### src/rtl/freq_ctrl_pkg.sv
// Shared types and 50 MHz timing defaults for the front-panel frequency controller.
// Timer width is derived from the longest interval any counter has to hold.
package freq_ctrl_pkg;

   typedef enum logic [1:0] {
      IDLE   = 2'd0,
      HOLD   = 2'd1,
      REPEAT = 2'd2,
      LOCK   = 2'd3
   } fsm_state_t;

   typedef enum logic {
      DIR_UP   = 1'b0,
      DIR_DOWN = 1'b1
   } dir_t;

   localparam int DEF_DEBOUNCE_CYC     = 500000;
   localparam int DEF_REPEAT_DELAY_CYC = 2500000;
   localparam int DEF_REPEAT_RATE_CYC  = 1000000;

   function automatic int timer_w(input int a, input int b, input int c);
      int m;
      m = a;
      if (b > m) m = b;
      if (c > m) m = c;
      return (m < 2) ? 1 : $clog2(m + 1);
   endfunction

   localparam int TIMER_W = timer_w(DEF_REPEAT_DELAY_CYC, DEF_DEBOUNCE_CYC, 0);

endpackage

### src/rtl/freq_step_ctrl_if.sv
// Button inputs and step/phase-increment outputs of the frequency controller.
// master = board/button side, slave = controller.
interface freq_step_ctrl_if #(
   parameter int STEP_W = 4,
   parameter int INC_W  = 16
);
   logic              Bt_Plus;
   logic              Bt_Minus;
   logic [STEP_W-1:0] step_idx;
   logic [INC_W-1:0]  phase_inc;
   logic              step_pulse;
   logic              at_min;
   logic              at_max;

   modport master (
      output Bt_Plus, Bt_Minus,
      input  step_idx, phase_inc, step_pulse, at_min, at_max
   );

   modport slave (
      input  Bt_Plus, Bt_Minus,
      output step_idx, phase_inc, step_pulse, at_min, at_max
   );
endinterface

### src/rtl/btn_debounce.sv
// Two-flop synchroniser plus stability counter for one raw push-button.
// The level follows the input after DEBOUNCE_CYC+2 edges; shorter glitches are dropped.
module btn_debounce #(
   parameter int DEBOUNCE_CYC = 500000,
   parameter int CNT_W        = 19
) (
   input  logic clk,
   input  logic rst_n,
   input  logic btn,
   output logic level
);
   localparam logic [CNT_W-1:0] CNT_LAST = CNT_W'(DEBOUNCE_CYC - 1);

   logic [1:0]       sync;
   logic [CNT_W-1:0] cnt;

   always_ff @(posedge clk or negedge rst_n) begin
      if (!rst_n) begin
         sync  <= '0;
         cnt   <= '0;
         level <= 1'b0;
      end else begin
         sync <= {sync[0], btn};
         // The edge that would bring the count to DEBOUNCE_CYC flips the level instead.
         if (sync[1] != level) begin
            if (cnt == CNT_LAST) begin
               level <= ~level;
               cnt   <= '0;
            end else begin
               cnt <= cnt + CNT_W'(1);
            end
         end else begin
            cnt <= '0;
         end
      end
   end

endmodule

### src/rtl/freq_step_ctrl.sv
// Debounced Plus/Minus buttons with hold-to-repeat driving a saturating step index and phase increment.
// First step lands DEBOUNCE_CYC+3 edges after the raw press is first sampled.
module freq_step_ctrl
   import freq_ctrl_pkg::*;
#(
   parameter int DEBOUNCE_CYC     = DEF_DEBOUNCE_CYC,
   parameter int REPEAT_DELAY_CYC = DEF_REPEAT_DELAY_CYC,
   parameter int REPEAT_RATE_CYC  = DEF_REPEAT_RATE_CYC,
   parameter int STEP_W           = 4,
   parameter int NUM_STEPS        = 16,
   parameter int RESET_STEP       = 0,
   parameter int INC_W            = 16,
   parameter int INC_UNIT         = 64
) (
   input logic             sysclk,
   input logic             reset,
   freq_step_ctrl_if.slave bus
);
   localparam int TMR_W = timer_w(REPEAT_DELAY_CYC, DEBOUNCE_CYC, REPEAT_RATE_CYC);
   localparam int DB_W  = timer_w(DEBOUNCE_CYC, 1, 1);

   localparam logic [STEP_W-1:0] RST_IDX  = STEP_W'(RESET_STEP);
   localparam logic [STEP_W-1:0] TOP_IDX  = STEP_W'(NUM_STEPS - 1);
   localparam logic [TMR_W-1:0]  DELAY_LD = TMR_W'(REPEAT_DELAY_CYC);
   localparam logic [TMR_W-1:0]  RATE_LD  = TMR_W'(REPEAT_RATE_CYC);

   function automatic logic [INC_W-1:0] inc_of(input logic [STEP_W-1:0] idx);
      logic [31:0] prod;
      prod = (32'(idx) + 32'd1) * 32'(INC_UNIT);
      return prod[INC_W-1:0];
   endfunction

   logic plus_lvl;
   logic minus_lvl;

   btn_debounce #(
      .DEBOUNCE_CYC (DEBOUNCE_CYC),
      .CNT_W        (DB_W)
   ) u_db_plus (
      .clk   (sysclk),
      .rst_n (reset),
      .btn   (bus.Bt_Plus),
      .level (plus_lvl)
   );

   btn_debounce #(
      .DEBOUNCE_CYC (DEBOUNCE_CYC),
      .CNT_W        (DB_W)
   ) u_db_minus (
      .clk   (sysclk),
      .rst_n (reset),
      .btn   (bus.Bt_Minus),
      .level (minus_lvl)
   );

   fsm_state_t        state, state_nxt;
   dir_t              dir, dir_nxt, step_dir;
   logic [TMR_W-1:0]  timer, timer_nxt;
   logic              step_req;
   logic              active_lvl, other_lvl;

   logic [STEP_W-1:0] idx_q, idx_nxt;
   logic [INC_W-1:0]  inc_q;
   logic              pulse_q, min_q, max_q;
   logic              do_step;

   assign active_lvl = (dir == DIR_UP) ? plus_lvl  : minus_lvl;
   assign other_lvl  = (dir == DIR_UP) ? minus_lvl : plus_lvl;

   always_ff @(posedge sysclk or negedge reset) begin
      if (!reset) begin
         state <= IDLE;
         dir   <= DIR_UP;
         timer <= '0;
      end else begin
         state <= state_nxt;
         dir   <= dir_nxt;
         timer <= timer_nxt;
      end
   end

   always_comb begin
      state_nxt = state;
      dir_nxt   = dir;
      timer_nxt = timer;
      step_req  = 1'b0;
      step_dir  = dir;
      case (state)
         IDLE: begin
            if (plus_lvl && minus_lvl) begin
               state_nxt = LOCK;
            end else if (plus_lvl || minus_lvl) begin
               step_req  = 1'b1;
               step_dir  = plus_lvl ? DIR_UP : DIR_DOWN;
               dir_nxt   = step_dir;
               timer_nxt = DELAY_LD;
               state_nxt = HOLD;
            end
         end
         HOLD, REPEAT: begin
            // Release wins over a conflicting press; a conflict wins over a due repeat.
            if (!active_lvl) begin
               state_nxt = IDLE;
               timer_nxt = '0;
            end else if (other_lvl) begin
               state_nxt = LOCK;
               timer_nxt = '0;
            end else if (timer <= TMR_W'(1)) begin
               step_req  = 1'b1;
               timer_nxt = RATE_LD;
               state_nxt = REPEAT;
            end else begin
               timer_nxt = timer - TMR_W'(1);
            end
         end
         LOCK: begin
            if (!plus_lvl && !minus_lvl) state_nxt = IDLE;
         end
         default: begin
            state_nxt = IDLE;
            timer_nxt = '0;
         end
      endcase
   end

   always_comb begin
      idx_nxt = idx_q;
      do_step = 1'b0;
      if (step_req) begin
         if (step_dir == DIR_UP && idx_q != TOP_IDX) begin
            idx_nxt = idx_q + STEP_W'(1);
            do_step = 1'b1;
         end else if (step_dir == DIR_DOWN && idx_q != '0) begin
            idx_nxt = idx_q - STEP_W'(1);
            do_step = 1'b1;
         end
      end
   end

   always_ff @(posedge sysclk or negedge reset) begin
      if (!reset) begin
         idx_q   <= RST_IDX;
         inc_q   <= inc_of(RST_IDX);
         pulse_q <= 1'b0;
         min_q   <= (RST_IDX == '0);
         max_q   <= (RST_IDX == TOP_IDX);
      end else begin
         pulse_q <= do_step;
         if (do_step) begin
            idx_q <= idx_nxt;
            inc_q <= inc_of(idx_nxt);
            min_q <= (idx_nxt == '0);
            max_q <= (idx_nxt == TOP_IDX);
         end
      end
   end

   assign bus.step_idx   = idx_q;
   assign bus.phase_inc  = inc_q;
   assign bus.step_pulse = pulse_q;
   assign bus.at_min     = min_q;
   assign bus.at_max     = max_q;

endmodule

### src/flat_wrapper.sv
// flat-port wrapper written by rule: the top's interface ports become plain ports
module freq_step_ctrl_flat import freq_ctrl_pkg::*;
#(
   parameter int DEBOUNCE_CYC     = DEF_DEBOUNCE_CYC,
   parameter int REPEAT_DELAY_CYC = DEF_REPEAT_DELAY_CYC,
   parameter int REPEAT_RATE_CYC  = DEF_REPEAT_RATE_CYC,
   parameter int STEP_W           = 4,
   parameter int NUM_STEPS        = 16,
   parameter int RESET_STEP       = 0,
   parameter int INC_W            = 16,
   parameter int INC_UNIT         = 64
)
  (sysclk, reset, bus_Bt_Plus, bus_Bt_Minus, bus_step_idx, bus_phase_inc, bus_step_pulse, bus_at_min, bus_at_max);
  freq_step_ctrl_if #(.STEP_W(STEP_W), .INC_W(INC_W)) bus_i ();
  input logic sysclk;
  input logic reset;
  input wire logic [$bits(bus_i.Bt_Plus)-1:0] bus_Bt_Plus;
  input wire logic [$bits(bus_i.Bt_Minus)-1:0] bus_Bt_Minus;
  output wire logic [$bits(bus_i.step_idx)-1:0] bus_step_idx;
  output wire logic [$bits(bus_i.phase_inc)-1:0] bus_phase_inc;
  output wire logic [$bits(bus_i.step_pulse)-1:0] bus_step_pulse;
  output wire logic [$bits(bus_i.at_min)-1:0] bus_at_min;
  output wire logic [$bits(bus_i.at_max)-1:0] bus_at_max;
  assign bus_i.Bt_Plus = bus_Bt_Plus;
  assign bus_i.Bt_Minus = bus_Bt_Minus;
  assign bus_step_idx = bus_i.step_idx;
  assign bus_phase_inc = bus_i.phase_inc;
  assign bus_step_pulse = bus_i.step_pulse;
  assign bus_at_min = bus_i.at_min;
  assign bus_at_max = bus_i.at_max;
  freq_step_ctrl #(.DEBOUNCE_CYC(DEBOUNCE_CYC), .REPEAT_DELAY_CYC(REPEAT_DELAY_CYC), .REPEAT_RATE_CYC(REPEAT_RATE_CYC), .STEP_W(STEP_W), .NUM_STEPS(NUM_STEPS), .RESET_STEP(RESET_STEP), .INC_W(INC_W), .INC_UNIT(INC_UNIT)) u_core (.sysclk(sysclk), .reset(reset), .bus(bus_i));
endmodule
### config.mk
export PLATFORM = sky130hd
export DESIGN_NAME = freq_step_ctrl_flat
export DESIGN_NICKNAME = d
export VERILOG_FILES = /design/src/rtl/freq_ctrl_pkg.sv /design/src/rtl/freq_step_ctrl_if.sv /design/src/rtl/btn_debounce.sv /design/src/rtl/freq_step_ctrl.sv /design/src/flat_wrapper.sv
export SDC_FILE = /design/constraint.sdc
export NUM_CORES = 1
export LEC_CHECK = 0
export ABC_AREA = 1
export CORE_UTILIZATION = 40
export CTS_CLUSTER_DIAMETER = 30
export DETAILED_ROUTE_END_ITERATION = 7
export GPL_TIMING_DRIVEN = 0
export PLACE_DENSITY = 0.59
export SLEW_MARGIN = 20
export SYNTH_ARGS = -nofsm -noshare
export SYNTH_HDL_FRONTEND = slang
export SYNTH_SLANG_ARGS = --single-unit
### constraint.sdc
create_clock -name sysclk -period 5.01 [get_ports sysclk]
set_clock_uncertainty 0.15 [all_clocks]
set_input_delay 1.002 -clock sysclk [delete_from_list [all_inputs] [get_ports sysclk]]
set_output_delay 1.002 -clock sysclk [all_outputs]
set_load 0.05 [all_outputs]
; ---- Word-level counts from Yosys, hierarchy flattened
; Cells that the tools add are included.
[classes]
n_addsub = 6
n_lt_le_gt_ge = 1
eq_ne = 14
n_mux = 35
bitwise_logic = 3
n_reduce_logical = 16
[ops]
columns = op, count
row1 = $mux W22, 5
row2 = $mux W19, 4
row3 = $pmux W22 S2, 1
row4 = $add A19 B1 Y19 const B, 2
row5 = $eq A19 B19 Y1 const B, 2
row6 = $le A22 B1 Y1 const B, 1
row7 = $sub A22 B1 Y22 const B, 1
row8 = $mux W1, 14
row9 = $mux W2, 6
row10 = $mux W4, 3
row11 = $ne A4 B4 Y1 const B, 2
row12 = $pmux W2 S3, 1
row13 = $reduce_and A3 Y1, 2
row14 = $add A4 B1 Y5 const B, 1
row15 = $add A4 B1 Y4 const B, 1
row16 = $eq A2 B2 Y1 const B, 2
row17 = $eq A4 B4 Y1 const B, 1
row18 = $logic_and A1 B1 Y1, 4
row19 = $logic_not A4 Y1, 1
row20 = $ne A2 B1 Y1 const B, 2
row21 = $reduce_and A2 Y1, 2
row22 = $reduce_bool A4 Y1, 1
row23 = $sub A4 B1 Y4 const B, 1
row24 = $ne A3 B1 Y1 const B, 1
row25 = other kinds (10), 14
[word_totals]
regBits = 86
inputBits = 4
output_inout_bits = 23
word_cells = 89

; ---- Longest topological paths before layout
; Gate-level depths: netlist of run 1.
[logic_depth]
depth_word = 9
mapped_depth = 16
ltp_nobuf = 16

; ---- Cells and area by module
; From an unflattened synthesis of run 1, not the netlist that was laid out.
[unflattened]
hier_cells = 643
area_unflattened_um2 = 5018.6
[modules_own_cells]
columns = mod, instances, cells_each, area_each_um2, seq_area_each_um2
row1 = freq_step_ctrl, 1, 349, 2636.3, 903.4
row2 = btn_debounce, 2, 147, 1191.1, 550.5

; ---- Least setup slack after synthesis of run 1
; OpenSTA, ideal clock, no wires.
[synth_timing]
path_kind = register to register
start = register u_core.idx_q[0] (netlist: u_core.bus.step_idx[0])
end = register u_core.inc_q[9] (netlist: u_core.bus.phase_inc[9])
setup_time_ns = 0.125
t_arrival_ns = 2.074
required_ns = 4.735
setup_slack_ns = 2.661
stages_incl_launch_ff = 13
n_path_buf = 0
period_less_slack_ns = 2.349
cell_sequence = dfrtp_1 inv_1 ha_1 nand3_1 nand3_1 nand2_1 nand2_1 nand2_1 nand2_1 o21ai_2 nand3_1 nand2_1 nand3_1
[synth_between]
elab_chain_len = 6
elab_cells_between_ends = 13
classes_between = add/sub: 3 / eq/ne: 1 / mux: 6 / reduce/logical: 3
[synth_lines]
columns = element, line
row1 = start: declaration, freq_step_ctrl.sv:62  ; logic [STEP_W-1:0] idx_q, idx_nxt;
row2 = start signal: assignment, freq_step_ctrl.sv:150  ; idx_q <= idx_nxt;
row3 = branches (longest 6 deep; another with $add A4 B1 Y5), --
row4 = end signal: assignment, freq_step_ctrl.sv:143  ; inc_q <= inc_of(RST_IDX);
row5 = end signal: assignment, freq_step_ctrl.sv:151  ; inc_q <= inc_of(idx_nxt);
row6 = end: declaration, freq_step_ctrl.sv:63  ; logic [INC_W-1:0] inc_q;
; Parallel ways; which one is timed is not known.
; A chain may end at the register's enable or synchronous reset.

; ---- Worst setup path after layout of run 1
[layout_timing]
start = register u_core.idx_q[0] (netlist: u_core.bus.step_idx[0])
end = output bus_step_idx[0]
[layout_lines]
columns = element, line
row1 = end: declaration, flat_wrapper.sv:19  ; output wire logic [$bits(bus_i.step_idx)-1:0] bus_step_idx;
; No word-level cell between the ends.

==> results.toml, run 1 <==
[status]
status = "finished, final reports clean"

[timing]
whs_ns = 0.197
setup_viol = 0
rsz0062_at_grt = "false"
layout_setup_ws_ns = 2.16
fin_tns_setup_ns = 0
layout_min_cycle_time_ns = 2.85
slew_viol_final = 0
worstMarginPinSlew_ns = 0.834
max_slew_margin_pct = 44.2
finalCritPeriodShare_pct = 56.9
hold_violations = 0
max_freq_mhz = 351

[floorplan]
start_util_pct = 41.8
core_area_um2 = 11000
rows = 38
ios = 27
die_area_um2 = 12000
die_h_um = 109
die_x_um = 109

[worst_hold_path]
min_path_type = "reg -> reg"

[cts]
cts_sinks = 80
ctsResizeCount = 0
clockBufferDepth = 2
clk-insertion-delay-late_ns = 0.34
postCtsHoldBufs = 0
h-tree-depth = 3
root_buffer = "clkbuf_16"
clk_pin_slew_ns = 0.06
cts_tree = "done"
cts_made_buffers = 9
cts_setup_buffers = 0

[power_and_ir_drop]
p_leak_nw = 2.61
peakVddDrop_mv = 0.160
power_density_nw_per_um2 = 261

[global_route]
grt_pass1_wl_mm = 16.4
grt_use_total_pct = 17.5
grt_overflow = 0
grt_max_degree = 46
antenna_found_initial = 0
grt_pass1_vias = 3694

[layout]
diodes = 0
area_growth_pct = 15.1
nNetsFinal = 634
fill_cells = 1080
postLayoutCoreUtil_pct = 48.1
drive_gt1_share_pct = 12.8

[route]
ant_nets = 0
via_per_inst = 4.93
wl_per_cell_um = 12.2
drc = 0
wl_mm = 9.29
via_count = 3769
drt_first_iter_violations = 147
drt_first_pass_iters = 5

[worst_setup_path]
cp_cell_sequence = "clkdlybuf4s50_1"
cp_top_family = "buffers and inverters"
crit_start = "u_core.bus.step_idx[0]$_DFFE_PN0P_"
cp.required_ns = 3.86
worst_path_largest_cell_delay_ns = 0.87
reg2reg_slack_ns = 2.42
start_kind = "flip-flop"
path_class = "reg -> out"
crit_buf_inv = 1
rr_worst_depth = 6
cp.depth = 1
end_kind = "primary output"
cp.arrival_ns = 1.70
critPathCapture = "bus_step_idx[0]"
rr_endpoint = "u_core.timer[19]$_DFFE_PN0P_"
worstPathMaxFanout = 8
crit_slowest_cell = "clkdlybuf4s50_1"
crit-reg2reg-launch = "u_core.state[1]$_DFFE_PN0P_"

[logic_synthesis]
post_synth_num_cell_types = 43
ys_seq_elements = 80
synth_area_um2 = 4610
synth.avg_cell_area_um2 = 7.92
yosys_warnings = 0
synthCells = 582
yosysSeqAreaShare_pct = 43.5

[placed_design]
place_ws_ns = 2.45
dpl.hpwl_mm = 6.75
place.gp.congestion = 0.863
numPortBuffers = 15

[job]
drv_cap = 0
==> worst min path at each step <==
stage                                         from                                   to  slack (ns)  cells after the start
2_1_floorplan  u_core.u_db_minus.sync[0]$_DFF_PN0_  u_core.u_db_minus.sync[1]$_DFF_PN0_        0.18                      0
3_3_place_gp    u_core.u_db_plus.sync[0]$_DFF_PN0_   u_core.u_db_plus.sync[1]$_DFF_PN0_        0.18                      0
3_5_place_dp    u_core.u_db_plus.sync[0]$_DFF_PN0_   u_core.u_db_plus.sync[1]$_DFF_PN0_        0.19                      0
4_1_cts         u_core.u_db_plus.sync[0]$_DFF_PN0_   u_core.u_db_plus.sync[1]$_DFF_PN0_        0.20                      0
5_1_grt         u_core.u_db_plus.sync[0]$_DFF_PN0_   u_core.u_db_plus.sync[1]$_DFF_PN0_        0.20                      0
6_report        u_core.u_db_plus.sync[0]$_DFF_PN0_   u_core.u_db_plus.sync[1]$_DFF_PN0_        0.20                      0
==> report_power, final <==
part / switching, mW / internal, mW / total (mW)
logic: 0.0428 / 0.0159 / 0.0587
registers: 0.00374 / 0.652 / 0.655
clock network: 0.271 / 0.401 / 0.672
==> synthesized netlist by cell type, drive strengths merged <==
| master | n | area share, % |
|---|---|---|
| a22oi | 7 | 1.1 |
| o21ai | 20 | 2.3 |
| and3 | 1 | 0.14 |
| xnor2 | 8 | 1.5 |
| dfrtp | 78 | 42 |
| o211ai | 1 | 0.16 |
| clkbuf | 2 | 0.19 |
| a21oi | 26 | 3.0 |
| a211oi | 3 | 0.49 |
| a31oi | 2 | 0.27 |
| conb | 1 | 0.081 |
| nor4 | 6 | 0.81 |
| nor3b | 7 | 1.1 |
| or2 | 6 | 0.87 |
| o31ai | 1 | 0.16 |
| dfstp | 2 | 1.1 |
| nor3 | 16 | 2.2 |
| nand2 | 135 | 12 |
| inv | 78 | 6.4 |
| o22ai | 5 | 0.68 |
| nand4 | 14 | 2.3 |
| ha | 11 | 3.0 |
| nand3 | 36 | 4.2 |
| nor2 | 84 | 8.3 |
| nand3b | 1 | 0.16 |
| xor2 | 18 | 3.4 |
| buf | 13 | 2.1 |
==> final cells by class <==
| type | instances | area (um^2) | area share [%] |
|---|---|---|---|
| tap | 140 | 175 | 3.30 |
| multi-input combinational | 419 | 2250 | 42.3 |
| inverter | 78 | 293 | 5.52 |
| timing repair buffer | 16 | 175 | 3.30 |
| buffer | 15 | 104 | 1.96 |
| clock inverter | 6 | 68.8 | 1.30 |
| sequential | 80 | 2000 | 37.8 |
| clock buffer | 10 | 239 | 4.50 |
==> flip-flops by register name (all words and copies together) (netlist names), 2 cells and up <==
register,count
u_core.timer,22
u_core.u_db_minus.cnt,19
u_core.u_db_plus.cnt,19
u_core.bus.phase_inc,5
u_core.bus.step_idx,4
u_core.state,2
u_core.u_db_minus.sync,2
u_core.u_db_plus.sync,2
==> placed cells by master, fill, tap and decap left out, drive strengths merged <==
master         synthesis  routed
xnor2                  8       8
o31ai                  1       1
nand3b                 1       1
a21oi                 26      26
ha                    11      11
a22oi                  7       7
or2                    6       6
nor2                  84      84
o22ai                  5       5
nand4                 14      14
nand3                 36      36
clkdlybuf4s50          0      14
o21ai                 20      20
clkbuf                 2      12
dfstp                  2       2
nor3b                  7       7
nand2                135     135
clkinvlp               0       1
bufinv                 0       1
inv                   78      78
a211oi                 3       3
o211ai                 1       1
nor3                  16      16
xor2                  18      18
buf                   13      15
and3                   1       1
conb                   1      11
dfrtp                 78      78
clkinv                 0       4
nor4                   6       6
a31oi                  2       2
==> kinds of logic (layout without fill, tap and decap cells) <==
family	count (synthesis)	in the layout	share of synthesized area, %
DFF	80	80	43.5
and+or+nand+nor	306	306	31.7
xor gates and xnor gates	26	26	4.94
adders and majority gates	11	11	2.99
AOI/OAI and AO/OA	65	65	8.22
other	1	11	0.0813
buffers and inverters	93	125	8.60
==> per-stage QoR <==
step	std cells	total power, mW	area, um^2
finish	764	1.39	5310
global route	764	1.44	5310
CTS	764	1.41	5310
detailed placement	748	0.728	5000
global placement	747	0.724	4970
floorplan	592	0.705	4650
==> layer usage <==
layer  vias up  routed length [um]  global-route usage [%]
li1       1936                   -                       -
met1      1770                4320                    21.8
met2        52                4490                    29.9
met3        11                 338                    3.56
met4         0                 145                    6.67
met5         -                   0                       0
(Power assumes the default switching activity.)
==> run 2: changes to the inputs <==
Settings changed: PLACE_DENSITY 0.59 to 0.61.
Clock period 5.01 ns to 2.6 ns, I/O delays scaled along.
==> run 2 against run 1 <==
The run now ends with hold timing left. Utilization shrank 0.24 points. Power grew 83%. Via count shrank 0.82%. Clock power grew 73%. Register-to-register slack lost 2.2 ns. Global-route usage shrank 0.19 points. Count of clock-buffer cells in the layout grew 1. Sequential cell count is the same. Cell count grew 0.13%. Worst hold slack lost 0.20 ns. First-iteration DRC count shrank 4.1%. Critical path depth is the same. Largest cell class unchanged.
==> results.toml, run 2 (synthesized netlist as in run 1, its figures left out) <==
[status]
status = "finished with violations"
violations = "hold timing"

[cts]
h-tree-depth = 3
cts_tree = "done"
cts_made_buffers = 9
postCtsHoldBufs = 0
cts_sinks = 80
root_buffer = "clkbuf_16"
clk_pin_slew_ns = 0.06
clockBufferDepth = 2
clk-insertion-delay-late_ns = 0.34

[layout]
diodes = 0
nNetsFinal = 635
area_growth_pct = 14.5
stdcell_count = 765
final_common_cell = "nand2_1"
largest_register = "u_core.timer"
largest_register_ffs = 22
drive_gt1_share_pct = 13.1
fill_cells = 1093
most-common-layout-cells = "123 x nand2_1, 78 x dfrtp_1, 74 x inv_1, 66 x nor2_1, 33 x nand3_1"
top_regs = "u_core.timer x22, u_core.u_db_minus.cnt x19, u_core.u_db_plus.cnt x19"

[route]
wl_per_cell_um = 12.0
wl_mm = 9.14
ant_nets = 0
drt_first_iter_violations = 141
drc = 0
via_per_inst = 4.89
drt_first_pass_iters = 4
via_count = 3738

[power_and_ir_drop]
p_clk_share_pct = 45.7
power_density_nw_per_um2 = 480
p_total_mw = 2.53
p_switching_mw = 0.603
peakVddDrop_mv = 0.324
sequentialPowerShare_pct = 49.8
p_leak_nw = 2.59
swShare_pct = 23.8
internal_power_mw = 1.93
pwr-share-comb_pct = 4.4

[placed_design]
place_ws_ns = 0.00390
numPortBuffers = 15
dpl.hpwl_mm = 6.70
place.gp.congestion = 0.834
place_inst = 748

[worst_setup_path]
end_kind = "primary output"
path_class = "reg -> out"
cp.depth = 1
worst_path_largest_cell_delay_ns = 0.86
crit_slowest_cell = "clkdlybuf4s50_1"
cp_top_family = "buffers and inverters"
rr_worst_depth = 6
cp.required_ns = 1.93
cp_cell_sequence = "clkdlybuf4s50_1"
worstPathMaxFanout = 8
crit_buf_inv = 1
start_kind = "flip-flop"
cp.arrival_ns = 1.68

[floorplan]
core_area_um2 = 11000
die_area_um2 = 12000
die_h_um = 109
die_x_um = 109
start_util_pct = 41.8
rows = 38
ios = 27

[global_route]
antenna_found_initial = 0
grt_pass1_vias = 3673
grt_max_degree = 47
grt_use_total_pct = 17.3
grt_pass1_wl_mm = 16.2
grt_overflow = 0

[timing]
rsz0062_at_grt = "false"
max_freq_mhz = 425
worstMarginPinSlew_ns = 0.561
layout_setup_ws_ns = 0.248
whs_ns = -0.00241
setup_viol = 0
finalCritPeriodShare_pct = 90.5
fin_tns_setup_ns = 0
layout_min_cycle_time_ns = 2.35
slew_viol_final = 0
max_slew_margin_pct = 62.2
hold_violations = 7

[worst_hold_path]
min_path_type = "in -> async"

[job]
drv_cap = 0
[run 2: cell types whose count changed in the layout (fill, tap and decap cells not counted), moves of 2 or more]
| cell | delta |
|---|---|
| clkinv_4 | -2 |
| clkbuf_1 | +2 |
| nand2_1 | -2 |
| nand2_2 | +2 |
[run 2: area by class of cell]
type,count,area (um^2),share of cell area (%)
Multi-Input combinational cell,419,2250,42.7
Sequential cell,80,2000,38.0
Inverter,78,293,5.55
Clock buffer,11,233,4.41
Timing Repair Buffer,17,183,3.46
Tap cell,140,175,3.32
Buffer,15,104,1.97
Clock inverter,5,33.8,0.640
[run 2: worst paths after layout]
| path | startpoint | end | slack [ns] |
|---|---|---|---|
| worst max-delay path | u_core.bus.step_idx[0]$_DFFE_PN0P_ | bus_step_idx[0] | 0.25 |
| worst min-delay path | reset | u_core.timer[3]$_DFFE_PN0P_ | -0.002 |
| worst max register to register | u_core.state[1]$_DFFE_PN0P_ | u_core.timer[14]$_DFFE_PN0P_ | 0.27 |
| worst min register to register | u_core.u_db_plus.sync[0]$_DFF_PN0_ | u_core.u_db_plus.sync[1]$_DFF_PN0_ | 0.20 |
| max in group asynchronous | reset | u_core.bus.phase_inc[9]$_DFFE_PN0P_ | 1.72 |
| min in group sysclk | u_core.u_db_plus.sync[0]$_DFF_PN0_ | u_core.u_db_plus.sync[1]$_DFF_PN0_ | 0.20 |
[run 2: what timing repair did]
action	in CTS	in global routing
gates resized for setup	1	2
buffers inserted	0	1
endpoints found under the setup margin	3	5
pin swaps	0	0
[run 2: power by group through the flow]
stage	Combinational, mW	Clock [mW]	Sequential (mW)
after global placement	0.109	0	1.29
after global routing	0.128	1.23	1.26
after CTS	0.116	1.19	1.26
final	0.112	1.16	1.26
after detailed placement	0.115	0	1.29
after floorplan	0.0728	0	1.29
[run 2: layer usage]
| metal | part of all wire [%] | up-vias | GRT usage, % | routed length (um) |
|---|---|---|---|---|
| met5 | 0 | - | 0 | 0 |
| met4 | 2.3 | 0 | 8.19 | 211 |
| met3 | 3.2 | 14 | 2.85 | 296 |
| met2 | 47 | 52 | 29.0 | 4310 |
| met1 | 47 | 1739 | 21.8 | 4330 |
| li1 | - | 1933 | - | - |
[run 2: metrics by stage]
| stage | hold slack (ns) | cell area, um^2 | utilization, % |
|---|---|---|---|
| final | -0.00241 | 5280 | 47.9 |
| after global routing | 0.0365 | 5280 | 47.9 |
| after CTS | 0.00624 | 5270 | 47.8 |
| after detailed placement | 0.185 | 5000 | 45.3 |
| after global placement | 0.183 | 4970 | 45.1 |
| after floorplan | 0.0744 | 4650 | - |
